**src/rtl/serial_add_sub.sv**
```systemverilog
// serial_add_sub: bit-serial adder/subtractor.
// A single full-adder cell is reused over WIDTH cycles, LSB first, to form
// a+b or a-b (as a + ~b + 1). It has a start/busy/done handshake and
// reports carry, signed overflow and zero flags with the result.
module serial_add_sub #(
    parameter int WIDTH = 32
) (
    input  logic             clk,
    input  logic             rst_n,
    input  logic             start,
    input  logic             sub,
    input  logic [WIDTH-1:0] a,
    input  logic [WIDTH-1:0] b,
    output logic             busy,
    output logic             done,
    output logic [WIDTH-1:0] result,
    output logic             cout,
    output logic             overflow,
    output logic             zero
);

    localparam int CW = (WIDTH > 2) ? $clog2(WIDTH) : 1;

    typedef enum logic [1:0] {
        S_IDLE = 2'd0,
        S_RUN  = 2'd1,
        S_DONE = 2'd2
    } state_t;

    state_t           r_state;
    state_t           w_next;
    logic [WIDTH-1:0] r_opa;
    logic [WIDTH-1:0] r_opb;
    logic [WIDTH-1:0] r_result;
    logic             r_carry;
    logic             r_cout;
    logic             r_ovf;
    logic [CW-1:0]    r_cnt;

    logic w_accept;
    logic w_last;
    logic w_sum;
    logic w_carry;

    // A start only counts when no operation is running.
    assign w_accept = start && (r_state != S_RUN);
    assign w_last   = (r_cnt == CW'(WIDTH - 1));

    // One full-adder cell on the current LSBs.
    assign w_sum   = r_opa[0] ^ r_opb[0] ^ r_carry;
    assign w_carry = (r_opa[0] & r_opb[0]) | (r_opa[0] & r_carry) | (r_opb[0] & r_carry);

    // State register.
    always_ff @(posedge clk or negedge rst_n) begin
        if (!rst_n) r_state <= S_IDLE;
        else        r_state <= w_next;
    end

    // Next-state logic: DONE behaves like IDLE for a new start, so
    // back-to-back operations have no gap.
    always_comb begin
        w_next = r_state;
        case (r_state)
            S_IDLE:  w_next = w_accept ? S_RUN : S_IDLE;
            S_RUN:   w_next = w_last ? S_DONE : S_RUN;
            S_DONE:  w_next = w_accept ? S_RUN : S_IDLE;
            default: w_next = S_IDLE;
        endcase
    end

    // Handshake outputs decoded from state.
    always_comb begin
        busy = 1'b0;
        done = 1'b0;
        case (r_state)
            S_RUN:   busy = 1'b1;
            S_DONE:  done = 1'b1;
            default: ;
        endcase
    end

    // Serial datapath: load operands on accept, then shift one bit per RUN cycle.
    // Subtraction inverts b at load time and seeds the carry with 1.
    always_ff @(posedge clk or negedge rst_n) begin
        if (!rst_n) begin
            r_opa    <= '0;
            r_opb    <= '0;
            r_result <= '0;
            r_carry  <= 1'b0;
            r_cout   <= 1'b0;
            r_ovf    <= 1'b0;
            r_cnt    <= '0;
        end else if (r_state == S_RUN) begin
            r_opa    <= {1'b0, r_opa[WIDTH-1:1]};
            r_opb    <= {1'b0, r_opb[WIDTH-1:1]};
            r_result <= {w_sum, r_result[WIDTH-1:1]};
            r_carry  <= w_carry;
            r_cnt    <= r_cnt + CW'(1);
            if (w_last) begin
                // Signed overflow: carry into the MSB differs from carry out.
                r_cout <= w_carry;
                r_ovf  <= r_carry ^ w_carry;
            end
        end else if (w_accept) begin
            r_opa   <= a;
            r_opb   <= sub ? ~b : b;
            r_carry <= sub;
            r_cnt   <= '0;
        end
    end

    assign result   = r_result;
    assign cout     = r_cout;
    assign overflow = r_ovf;
    assign zero     = (r_result == '0);

endmodule
```
**config.mk**
```make
export PLATFORM = sky130hd
export DESIGN_NAME = serial_add_sub
export DESIGN_NICKNAME = d
export VERILOG_FILES = /design/src/rtl/serial_add_sub.sv
export SDC_FILE = /design/constraint.sdc
export NUM_CORES = 1
export LEC_CHECK = 0
export CAP_MARGIN = 25
export CORE_MARGIN = 2
export CORE_UTILIZATION = 40
export CTS_CLUSTER_SIZE = 14
export DETAILED_ROUTE_END_ITERATION = 6
export MAX_ROUTING_LAYER = met4
export PLACE_DENSITY = 0.65
export SYNTH_ARGS = -nofsm -noshare
export SYNTH_HDL_FRONTEND = slang
export SYNTH_SLANG_ARGS = --single-unit
```
**constraint.sdc**
```tcl
create_clock -name clk -period 1.9 [get_ports clk]
set_input_delay 0.38 -clock clk [delete_from_list [all_inputs] [get_ports clk]]
set_output_delay 0.38 -clock clk [all_outputs]
set_load 0.1 [all_outputs]
```
==> flow_metrics.py <==
metrics = {
    "timing": {
        "fin_crit_sh": 1.059,
        "setup-violations-final": 1,
        "worst_pin_slew_ns": 0.3210,
        "fin_setup_tns_ns": -0.1128,
        "skew_ns": 0.009008,
        "fin_worst_hold_slack_ns": 0.4175,
        "rsz0062_at_grt": "yes",
        "fmax_mhz": 496.8,
        "setup_slack_ns": -0.1128,
        "final_max_slew_viol_count": 0,
        "hold_viol_final": 0,
        "fin_crit_ns": 2.013,
        "max-slew-margin-rel": 0.7860,
    },
    "layout": {
        "drive_gt1_frac": 0.1993,
        "fin_util": 0.5905,
        "nNetsFinal": 678,
        "diodes": 0,
        "final_area_um2": 7152,
        "syn2layout_area_growth_pct": 43.26,
        "fill_cells": 1035,
    },
    "run": {
        "maxCapViolations": 0,
    },
    "critical_path": {
        "arrival_ns": 1.63,
        "crit_buf_inv": 1,
        "path_cells": "nor4_2 > nand4_1 > nor2_4 > buf_12",
        "required_ns": 1.52,
        "slowest_stage": "dfrtp_2",
        "crit_type": "flop to output pin",
        "worstSetupEndpointType": "output pin",
        "critical_path.top_delay_family": "simple AND/OR/NAND/NOR gates",
        "worst-path-max-fanout": 4,
        "critPathMaxStageDelay_ns": 0.45,
        "ff2ff_setup_slack_ns": 0.32,
        "critPathLaunchType": "flop",
    },
    "route": {
        "drc": 0,
        "ant_nets": 0,
        "vias": 3698,
        "drtIter0Drc": 302,
        "via_per_inst": 4.741,
        "drtPass1Iterations": 5,
        "wl_per_cell_um": 13.83,
        "routed_wl_mm": 10.79,
    },
    "synthesis": {
        "yosysTopAreaCell": "dfrtp_1",
        "synth_seq_area_share": 0.5313,
        "synth.most_common_cell": "nand2_1",
        "synth_cell_types": 29,
        "syn_area_per_cell_um2": 9.965,
        "synthTopCellsByCount": "164 x nand2_1, 106 x dfrtp_1, 65 x mux2i_1",
        "synthCells": 501,
        "synth_edf_count": 0,
        "synth.net_count": 572,
        "ys_ff_latch": 106,
        "netlist.area_leader.share": 0.5313,
        "async_flop_share": 1.000,
        "synth.area.top_cells": "dfrtp_1 53%, mux2i_1 13%, nand2_1 12%",
        "ys.flop_type": "dfrtp_1",
        "yosys_warnings": 0,
        "synth_area_um2": 4992,
    },
    "place": {
        "pre_cts_ws_ns": 0.1530,
        "port_buffers": 104,
        "gp_congestion": 0.7844,
        "hpwl_mm": 7.277,
        "placed_area_um2": 6568,
    },
    "grt": {
        "grt_antenna_before_repair": 0,
        "grt_overflow": 0,
        "grt_pass1_wl_mm": 18.01,
        "grt_pass1_vias": 3619,
        "grt_max_degree": 71,
        "gr-usage-all-layers": 0.1775,
    },
    "clocking": {
        "cts_tree": "done",
        "htree_levels": 3,
        "clk_pin_slew_ns": 0.06,
        "clock_sinks": 106,
        "cts_root_buf": "clkbuf_16",
        "worstSkewPairLatency_ns": 0.35,
        "cts_buffers": 9,
        "clock_path_buffers": 2,
    },
    "power_and_ir_drop": {
        "powerDensity_nw_per_um2": 1803,
        "leakage_nw": 3.351,
        "ir_drop_mv": 0.7602,
    },
    "die": {
        "start_util": 0.4122,
        "core-area_um2": 12110,
        "dieArea_um2": 13390,
        "chipWidth_um": 115.7,
        "ios": 105,
        "die_y_um": 115.7,
        "num_rows": 40,
    },
    "min_path": {
        "hold_class": "primary input to async pin",
    },
    "run_status": {
        "status": "finished, violations left",
        "violations": "negative setup slack",
    },
}
[timing repair]
action                                  in CTS  in global routing
buffers inserted                             9                  2
endpoints found under the setup margin       1                  2
gates resized for setup                     11                  4
hold endpoints to repair                     8                  0
pin swaps                                    5                  3
hold buffers                                 1                  0
[routing by layer]
| layer | GRT usage | routed length (µm) | share of wire |
|---|---|---|---|
| met3 | 0.05805 | 525 | 0.049 |
| met1 | 0.2347 | 4875 | 0.45 |
| met4 | 0.03810 | 77 | 0.0071 |
| met5 | - | 0 | 0 |
| met2 | 0.2694 | 5308 | 0.49 |
[per-stage QoR]
| step | power, W | instances |
|---|---|---|
| final | 0.01290 | 780 |
| after global routing | 0.01367 | 780 |
| after CTS | 0.01295 | 778 |
| after detailed placement | 0.01019 | 752 |
| after global placement | 0.01003 | 752 |
| after floorplan | 0.007998 | 501 |
[cell usage in the layout, fill, tap and decap left out, drive strengths merged, types with 2 or more instances in the layout]
| master | n |
|---|---|
| a21oi | 2 |
| buf | 64 |
| bufinv | 5 |
| clkbuf | 11 |
| clkdlybuf4s50 | 64 |
| dfrtp | 106 |
| ha | 2 |
| inv | 2 |
| mux2 | 2 |
| mux2i | 65 |
| nand2 | 164 |
| nand3 | 3 |
| nand4 | 2 |
| nor2 | 3 |
| nor4 | 8 |
| o21ai | 67 |
| xnor2 | 2 |
| xor2 | 32 |
[worst register-to-register path: cells and delay by family, from the launching register on]
kind	cells	cell delay, ns
and+or+nand+nor	2	0.34
DFF	1	0.41
adders and majority gates	2	0.43
muxes	1	0.28
[path summary, 6_finish.rpt]
| check | start | endpoint | cells after the start |
|---|---|---|---|
| setup / recovery | result[1]$_DFFE_PN0N_ | zero | 4 |
| hold / removal | rst_n | result[16]$_DFFE_PN0N_ | 2 |
| setup reg to reg | r_cnt[0]$_DFFE_PN0P_ | cout$_DFFE_PN0P_ | 5 |
| hold reg to reg | r_opa[19]$_DFFE_PN0P_ | r_opa[18]$_DFFE_PN0P_ | 2 |
| max in group asynchronous | rst_n | result[25]$_DFFE_PN0N_ | 3 |
| min in group clk | r_opa[19]$_DFFE_PN0P_ | r_opa[18]$_DFFE_PN0P_ | 2 |
[area by class of cell]
cell class / instances / area, µm² / area share
sequential: 106 / 2688 / 0.3758
multi-input combinational: 359 / 2217 / 0.3100
inverter: 2 / 15.01 / 0.002099
clock buffer: 11 / 242.7 / 0.03394
timing repair buffer: 129 / 1629 / 0.2278
tap: 168 / 210.2 / 0.02939
clock inverter: 5 / 150.1 / 0.02099
[kinds of logic after synthesis]
kind of cell / after synthesis / synth area share
DFF: 106 / 0.5313
and+or+nand+nor: 184 / 0.1471
muxes: 67 / 0.1356
xor gates and xnor gates: 34 / 0.05965
buffers and inverters: 36 / 0.04536
adders and majority gates: 3 / 0.009022
AOI/OAI and AO/OA: 71 / 0.07193
[flip-flops by register name, summed over array words and instances (netlist names)]
signal and flops:
r_opa 32, r_opb 32, result 32, cout 1
r_state 2, r_carry 1, overflow 1, r_cnt 5
[report_power, final]
group	leakage [nW]	switching (W)	internal [W]	total (W)
Combinational	1.84	0.00405	0.00237	0.00642
Clock	0.190	0.000812	0.00159	0.00240
Sequential	1.32	0.000833	0.00324	0.00407
Total	3.35	0.00570	0.00720	0.0129
No activity file was read; power rests on OpenSTA's default activity.
